File: config.mk
export PLATFORM = sky130hd
export DESIGN_NAME = mem_axi_rresp_buf
export DESIGN_NICKNAME = d
export VERILOG_FILES = /design/src/rtl/mem_axi_rresp_buf.sv
export SDC_FILE = /design/constraint.sdc
export NUM_CORES = 1
export LEC_CHECK = 0
export BUFFER_PORTS_ARGS = -buffer_cell sky130_fd_sc_hd__buf_2
export CELL_PAD_IN_SITES_DETAIL_PLACEMENT = 2
export CELL_PAD_IN_SITES_GLOBAL_PLACEMENT = 2
export CORE_MARGIN = 1
export CORE_UTILIZATION = 43
export DETAILED_ROUTE_END_ITERATION = 6
export PLACE_DENSITY_LB_ADDON = 0.12
export SLEW_MARGIN = 20
export SYNTH_ARGS = -nofsm -noshare
export SYNTH_HDL_FRONTEND = slang
export SYNTH_SLANG_ARGS = --single-unit
export TNS_END_PERCENT = 5
File: constraint.sdc
create_clock -name mem_clk -period 4.5 [get_ports mem_clk]
set_clock_uncertainty 0.1 [all_clocks]
set_input_delay 0.225 -clock mem_clk [delete_from_list [all_inputs] [get_ports mem_clk]]
set_output_delay 0.225 -clock mem_clk [all_outputs]
set_load 0.05 [all_outputs]
File: src/rtl/mem_axi_rresp_buf.sv
// Read-response buffer between the memory RX read-data path and an AXI4 R channel.
// First-word-fall-through beat FIFO plus an in-order ARID queue that tags each burst.
module mem_axi_rresp_buf #(
    parameter int AXI_DATA_WIDTH = 32,
    parameter int AXI_ID_WIDTH   = 4,
    parameter int DATA_FIFO_AW   = 2,
    parameter int ID_FIFO_AW     = 2
) (
    input  logic                      mem_clk,
    input  logic                      reset_n,
    input  logic                      flush,
    input  logic                      ar_id_push,
    input  logic [AXI_ID_WIDTH-1:0]   ar_id,
    input  logic                      mem_mr_rdata_valid,
    input  logic [AXI_DATA_WIDTH-1:0] mem_mr_rdata,
    input  logic                      mem_mr_rlast,
    input  logic [1:0]                mem_mr_rresp,
    output logic                      mem_mr_rdata_ack,
    output logic                      s_rvalid,
    output logic [AXI_DATA_WIDTH-1:0] s_rdata,
    output logic                      s_rlast,
    output logic [1:0]                s_rresp,
    output logic [AXI_ID_WIDTH-1:0]   s_rid,
    input  logic                      s_rready,
    output logic [DATA_FIFO_AW:0]     data_fifo_level,
    output logic                      id_ovf_err,
    output logic                      id_unf_err
);

    localparam int DATA_DEPTH = 1 << DATA_FIFO_AW;
    localparam int ID_DEPTH   = 1 << ID_FIFO_AW;
    localparam logic [DATA_FIFO_AW:0] D_ONE = 1;
    localparam logic [ID_FIFO_AW:0]   I_ONE = 1;

    typedef struct packed {
        logic                      last;
        logic [1:0]                resp;
        logic [AXI_DATA_WIDTH-1:0] data;
    } beat_t;

    beat_t                    data_mem [DATA_DEPTH];
    logic [AXI_ID_WIDTH-1:0]  id_mem   [ID_DEPTH];

    logic [DATA_FIFO_AW:0] d_wr_q, d_wr_d, d_rd_q, d_rd_d;
    logic [ID_FIFO_AW:0]   i_wr_q, i_wr_d, i_rd_q, i_rd_d;
    logic                  ovf_q, ovf_d, unf_q, unf_d;

    logic  data_empty, data_full, id_empty, id_full;
    logic  data_push, r_pop, id_pop, id_push_ok;
    beat_t head;

    always_comb begin
        data_empty = (d_wr_q == d_rd_q);
        data_full  = (d_wr_q[DATA_FIFO_AW] != d_rd_q[DATA_FIFO_AW]) &&
                     (d_wr_q[DATA_FIFO_AW-1:0] == d_rd_q[DATA_FIFO_AW-1:0]);
        id_empty   = (i_wr_q == i_rd_q);
        id_full    = (i_wr_q[ID_FIFO_AW] != i_rd_q[ID_FIFO_AW]) &&
                     (i_wr_q[ID_FIFO_AW-1:0] == i_rd_q[ID_FIFO_AW-1:0]);

        // Ack looks only at registered full, so s_rready never reaches the RX path.
        mem_mr_rdata_ack = mem_mr_rdata_valid && !data_full;
        data_push        = mem_mr_rdata_valid && mem_mr_rdata_ack;

        head     = data_mem[d_rd_q[DATA_FIFO_AW-1:0]];
        s_rvalid = !data_empty && !id_empty;
        s_rdata  = s_rvalid ? head.data : '0;
        s_rlast  = s_rvalid ? head.last : 1'b0;
        s_rresp  = s_rvalid ? head.resp : 2'b00;
        s_rid    = s_rvalid ? id_mem[i_rd_q[ID_FIFO_AW-1:0]] : '0;

        r_pop      = s_rvalid && s_rready;
        id_pop     = r_pop && head.last;
        // A full queue still takes a push when the head burst completes this cycle.
        id_push_ok = ar_id_push && (!id_full || id_pop);

        data_fifo_level = d_wr_q - d_rd_q;
        id_ovf_err      = ovf_q;
        id_unf_err      = unf_q;
    end

    always_comb begin
        d_wr_d = d_wr_q;
        d_rd_d = d_rd_q;
        i_wr_d = i_wr_q;
        i_rd_d = i_rd_q;
        ovf_d  = ovf_q;
        unf_d  = unf_q;
        if (flush) begin
            d_wr_d = '0;
            d_rd_d = '0;
            i_wr_d = '0;
            i_rd_d = '0;
            ovf_d  = 1'b0;
            unf_d  = 1'b0;
        end else begin
            if (data_push)  d_wr_d = d_wr_q + D_ONE;
            if (r_pop)      d_rd_d = d_rd_q + D_ONE;
            if (id_push_ok) i_wr_d = i_wr_q + I_ONE;
            if (id_pop)     i_rd_d = i_rd_q + I_ONE;
            if (ar_id_push && !id_push_ok)               ovf_d = 1'b1;
            if (data_push && mem_mr_rlast && id_empty)   unf_d = 1'b1;
        end
    end

    always_ff @(posedge mem_clk or negedge reset_n) begin
        if (!reset_n) begin
            d_wr_q <= '0;
            d_rd_q <= '0;
            i_wr_q <= '0;
            i_rd_q <= '0;
            ovf_q  <= 1'b0;
            unf_q  <= 1'b0;
        end else begin
            d_wr_q <= d_wr_d;
            d_rd_q <= d_rd_d;
            i_wr_q <= i_wr_d;
            i_rd_q <= i_rd_d;
            ovf_q  <= ovf_d;
            unf_q  <= unf_d;
        end
    end

    // NOTE: storage arrays are not reset; pointers alone define validity and outputs are masked.
    always_ff @(posedge mem_clk) begin
        if (data_push && !flush)
            data_mem[d_wr_q[DATA_FIFO_AW-1:0]] <= '{last: mem_mr_rlast, resp: mem_mr_rresp,
                                                    data: mem_mr_rdata};
        if (id_push_ok && !flush)
            id_mem[i_wr_q[ID_FIFO_AW-1:0]] <= ar_id;
    end

endmodule

* After elaboration in Yosys (flattened, before gate mapping)
Memory sizes are Yosys's and may differ from the RTL's. Index checks and enable logic that the tools add are counted.
Cells by class: add/subtract/negate cells 5, multiplexer cells 20, reduce and logical (&&, ||, !) cells 26, equal/unequal tests 6
Operator list (count):
- $mux 32 | 1
- $mux 3 | 8
- $logic_and 1x1->1 | 13
- $add 3x1->3 const B | 4
- $reduce_bool 2->1 | 6
- $mux 1 | 9
- $eq 3x3->1 | 2
- $logic_not 1->1 | 6
- $eq 2x2->1 | 2
- $mux 4 | 1
- $sub 3x3->3 | 1
- $mux 2 | 1
- $ne 1x1->1 | 2
- $logic_or 1x1->1 | 1
Word-level totals: register bits 14, bits in writable memories 156, input port bits 45, output and inout bits 46, memories 2
Memories:
- data_mem | depth 4, bits a word 35, read ports 1, clocked after memory_dff 0, wr ports 1, line 41 | beat_t data_mem [DATA_DEPTH];
- id_mem | depth 4, bits a word 4, read ports 1, clocked after memory_dff 0, wr ports 1, line 42 | logic [AXI_ID_WIDTH-1:0] id_mem [ID_DEPTH];

* Longest topological paths before layout
word-level depth 11, depth in mapped cells 9

* Worst setup path after synthesis
Ideal clock, no wire load.
path kind flip-flop to flip-flop, from register d_rd_q[1], to memory data_mem[0][0] (netlist name) (enable), slack 0.461 ns, buffers on the path 2, arrival time 3.543 ns, clock period less this slack 4.039 ns, stages on the path, launching flop included 9, cell sequence dfrtp_1 > buf_4 > clkbuf_1 > inv_1 > ha_1 > and2_1 > a21boi_1 > nor2b_1 > and2_1
Between the ends: longest elaborated chain between the ends 8
RTL lines:
- from (decl) | line 44 | logic [DATA_FIFO_AW:0] d_wr_q, d_wr_d, d_rd_q, d_rd_d;
- from (signal assigned) | line 115 | d_rd_q <= d_rd_d;
- $eq 2x2->1 | line 55 | (d_wr_q[DATA_FIFO_AW-1:0] == d_rd_q[DATA_FIFO_AW-1:0]);
- $logic_and 1x1->1 | line 54 | data_full = (d_wr_q[DATA_FIFO_AW] != d_rd_q[DATA_FIFO_AW]) &&
- $logic_not 1->1 | line 61 | mem_mr_rdata_ack = mem_mr_rdata_valid && !data_full;
- $logic_and 1x1->1 | line 61
- named net mem_mr_rdata_ack | line 18 | output logic mem_mr_rdata_ack,
- $logic_and 1x1->1 | line 62 | data_push = mem_mr_rdata_valid && mem_mr_rdata_ack;
- $logic_and 1x1->1 | line 125 | if (data_push && !flush)
- $mux 1 | line 125
- $mux 1 (implied by the code) | line 126 | data_mem[d_wr_q[DATA_FIFO_AW-1:0]] <= '{last: mem_mr_rlast, resp: mem_mr_rresp,
- to (decl) | line 41
The timed path passes the listed nets, and every way through them passes these cells.

* Worst setup path in the final report
from register d_rd_q[1], to output port s_rdata[15]
Between the ends: longest elaborated chain between the ends 4, elaborated cells between the ends (all ways) 5, those cells by class eq/ne: 1; mux: 1; reduce/logical: 2; memory: 1
RTL lines:
- $eq 3x3->1 | line 53 | data_empty = (d_wr_q == d_rd_q);
- $logic_not 1->1 | line 65 | s_rvalid = !data_empty && !id_empty;
- $logic_and 1x1->1 | line 65
- $mux 32 * | line 66 | s_rdata = s_rvalid ? head.data : '0;
- to (decl) | line 20 | output logic [AXI_DATA_WIDTH-1:0] s_rdata,
Every way passes the cells marked *; elsewhere a longest branch is shown, timed or not.

==> summary.txt <==
Status
  • Result of the run: finished, final reports clean

Route
  • Detailed-route vias per instance: 5.15
  • Amount of wire on met2 after detailed routing: 9010 um
  • M1 WL: roughly 7000 um
  • Amount of wire on met3 after detailed routing: 387 um
  • Routed length per placed instance: 22.9 um
  • Number of iterations in the first detailed-routing pass: 4
  • Via count of the routed design: 3756
  • DR iter-0 viols: 166
  • Wire length after detailed routing: 16700 um
  • Final ANT Viol Nets: 0
  • Number of remaining DRC errors: 0
  • Topmost layer with routed signal wires: met4

Critical path
  • Startpoint types: flop
  • Cell-by-cell trace of the critical path: inv_1 -> ha_1 -> nand2_1 -> o32ai_4 -> buf_4 -> nor2b_1 -> buf_2
  • Worst Path Class, Setup: reg -> out
  • Endpoint arrival time on the critical path: slightly below 3000 ps
  • Sort of element at the end of the critical path: output pin
  • WP data required: 4180 ps
  • Highest-delay cell along the critical path: dfrtp_2
  • Critical Path Source: d_rd_q[1]
  • Max Fanout on Critical Path: 36
  • Setup slack on the worst flop-to-flop path: 1230 ps
  • Launch point of the worst reg-to-reg path: d_rd_q[1]
  • Crit-path max cell delay: 620 ps

Timing
  • Final setup violation count: 0
  • Actual transition at the worst max-transition pin: between 1000 and 1500 ps
  • Count of endpoints failing hold in the final timing report: 0
  • Minimum clock period after layout: 3290 ps
  • Unrepaired setup endpoints after global routing: false
  • Max-slew headroom at the worst pin: 30.8%
  • Maximum achievable frequency: 304 MHz
  • Setup Total Neg Slack: 0 ps
  • Hold Worst Slack: 35.5 ps
  • Number of pins with negative max-slew slack in the final report: 0
  • Share of the clock period used by the worst path after layout: 73.1%

Power
  • Internal power consumption: 0.00275 W
  • Switching part of the total: 28.0%
  • Reported leakage power: a little over 3 nW
  • Power density cells: 442 mW/mm^2
  • Portion of total power attributed to sequential cells: 47.3%
  • Peak supply drop: around 310 uV
  • Clock share of power: 37.7%
  • Switching power of the nets: 0.00107 W
  • Combinational Power Share: 15.0%

CTS
  • CTS tree: yes
  • Number of buffers inserted during clock tree synthesis: 17
  • Deepest level of the CTS H-tree: 4
  • CTS Buffer Depth: 2
  • Number of clock sinks: 170
  • Post-CTS Setup Bufs: 0
  • Root cell of the clock tree: clkbuf_16
  • Worst skew pair latency: ~430 ps
  • Clock-pin slew of the registers on the worst-case setup and hold paths: 70 ps

Logic synthesis
  • Cell with the most instances after synthesis: edfxtp_1
  • Post-Syn Area: 0.00702 mm^2
  • Number of flops mapped to enable cells by yosys: 156
  • Yosys warning total: 0
  • Average cell area after synthesis: 19.1 um^2
  • Top cells by area, synth: edfxtp_1 (67%), mux4_2 (11%), dfrtp_1 (5.0%)
  • Most frequent cells after synthesis: edfxtp_1 (156), nor2b_1 (40), mux4_2 (34)
  • Library cells used by synthesis: 44
  • Post-synthesis sequential area ratio: 71.7%
  • Post-synth ARST share: 8.24%
  • Flip-flop and latch count after synthesis: between 150 and 200
  • Mapped Cells: 367
  • Fraction of synthesized cell area taken by the top area cell type: between 60% and 70%
  • Dominant cell type by area after synthesis: edfxtp_1
  • Number of nets in the synthesized netlist: 425
  • Most used flip-flop cell after synthesis: edfxtp_1

Finish
  • Final net count: between 500 and 600
  • Layout cell share with drive strength beyond 1: 33.5%
  • Multi-input logic area: 0.00184 mm^2
  • Area growth from synthesis to final layout: 23.1%
  • Register area: between 0.005 and 0.006 mm^2
  • Count of antenna diodes in the layout: 0
  • End-of-flow core utilization: between 50% and 60%
  • Number of fill cells: between 1000 and 1500

Placed design
  • PortBufs: 90
  • Global placement routability congestion: ~0.77
  • Half-perimeter wire length of the detailed placement result: 10500 um

Global route
  • Via count of the first global-routing pass: 4234
  • Global routing usage summed across all routing layers: 21.5%
  • Maximum number of pins on one net before global-route repair: 42
  • First-pass GRT wire length: 25200 um
  • Initial antenna violation count: 0
  • Total grt overflow: 0

Floorplan
  • Total Die Area: 0.0168 mm^2
  • Initial core utilization: between 40% and 50%
  • Top-level port count: 91
  • Number of standard-cell rows in the floorplan: 46
  • DIE WIDTH: 130 um
  • Floorplan die height: 130 um
  • Core region area: 0.0159 mm^2

Hold path
  • Startpoint of the lowest-slack hold path: ar_id_push
  • Path type of the worst min-delay path: in -> reg

Run
  • Max capacitance violation total: 0
## path summary, 6_finish.rpt
check | end | depth (start not counted)
max | s_rdata[15] | 7
min | id_ovf_err | 3
max reg2reg | data_mem[0][3] | 6
min reg2reg | id_ovf_err | 2
max in group asynchronous | d_rd_q[0] | 2
min in group asynchronous | d_wr_q[2] | 2
## state kept, by name, indices dropped and copies added, names as in the netlist
| register | flops |
|---|---|
| d_rd_q | 3 |
| d_wr_q | 3 |
| data_mem | 140 |
| i_rd_q | 3 |
| i_wr_q | 3 |
| id_mem | 16 |
| id_ovf_err | 1 |
| id_unf_err | 1 |
## cell type report
type,instances,area share [%]
Clock buffer,17,4.92
Sequential cell,170,58.3
Inverter,12,0.521
Clock inverter,14,1.72
Tap cell,216,3.13
Multi-Input combinational cell,167,21.3
Timing Repair Buffer,133,10.1
## metal layers
metal  track usage (%)  vias to the layer above
met5                 0                        -
met4              8.69                        0
met2              38.8                       79
li1                  -                     1699
met1              25.8                     1956
met3              3.44                       22
## stage by stage
step | cells | worst slack [ps] | instance area, um^2 | total power [W]
5_1_grt | 729 | 1020 | 8640 | 0.00394
2_1_floorplan | 367 | 461 | 7020 | 0.00223
6_report | 729 | 1210 | 8640 | 0.00382
3_3_place_gp | 658 | 1370 | 7670 | 0.00236
4_1_cts | 729 | 1150 | 8640 | 0.00386
3_5_place_dp | 658 | 1200 | 7670 | 0.00239
## power groups by stage
stage	clock [W]	sequential [W]	combinational, W
floorplan	0	0.00183	0.000395
global placement	0	0.00183	0.000533
detailed placement	0	0.00184	0.000551
CTS	0.00147	0.00181	0.000580
global route	0.00152	0.00181	0.000609
finish	0.00144	0.00180	0.000572
## cell families (layout without fill, tap and decap cells)
kind of cell	Yosys count	count (layout)	synth area share, %
AO/OA/AOI/OAI	25	25	2.44
XOR/XNOR	10	10	1.57
adder cells (fa/ha/maj)	13	13	2.42
buffers and inverters	30	176	2.26
flip-flops	170	170	71.7
multiplexers	43	43	13.2
AND/OR/NAND/NOR	76	76	6.45
## timing repair
item,in CTS,in global routing
hold buffers,40,0
hold endpoints to repair,170,0
resized for setup,0,0
## critical path: cells and delay by family (launching register included)
| kind | cells | cell delay (ps) |
|---|---|---|
| buffers and inverters | 3 | 860 |
| flip-flops | 1 | 620 |
| AO/OA/AOI/OAI | 1 | 480 |
| adder cells (fa/ha/maj) | 1 | 310 |
| AND/OR/NAND/NOR | 2 | 260 |
## cell usage in the layout, fill, tap and decap left out, types with 2 or more instances in the layout
cell type	netlist	routed
nand2b_1	2	2
inv_6	0	7
xnor2_1	5	5
xor2_1	2	2
dfrtp_1	14	12
nand2_1	5	5
xor2_2	3	3
mux2_2	2	2
ha_1	12	12
and2_2	0	4
inv_8	0	3
a21oi_1	7	7
dfrtp_2	0	2
clkinvlp_4	0	2
nor3b_1	4	4
mux2i_1	3	3
mux4_2	34	34
o21ai_0	6	6
or3_1	2	2
or4_1	2	2
dlygate4sd3_1	0	40
nor2_1	9	9
nor2b_1	40	40
or3_2	2	2
inv_1	12	12
clkbuf_16	0	17
mux4_1	4	4
a2bb2oi_1	2	2
buf_2	2	90
buf_4	5	3
edfxtp_1	156	156
(Power assumes the default switching activity.)
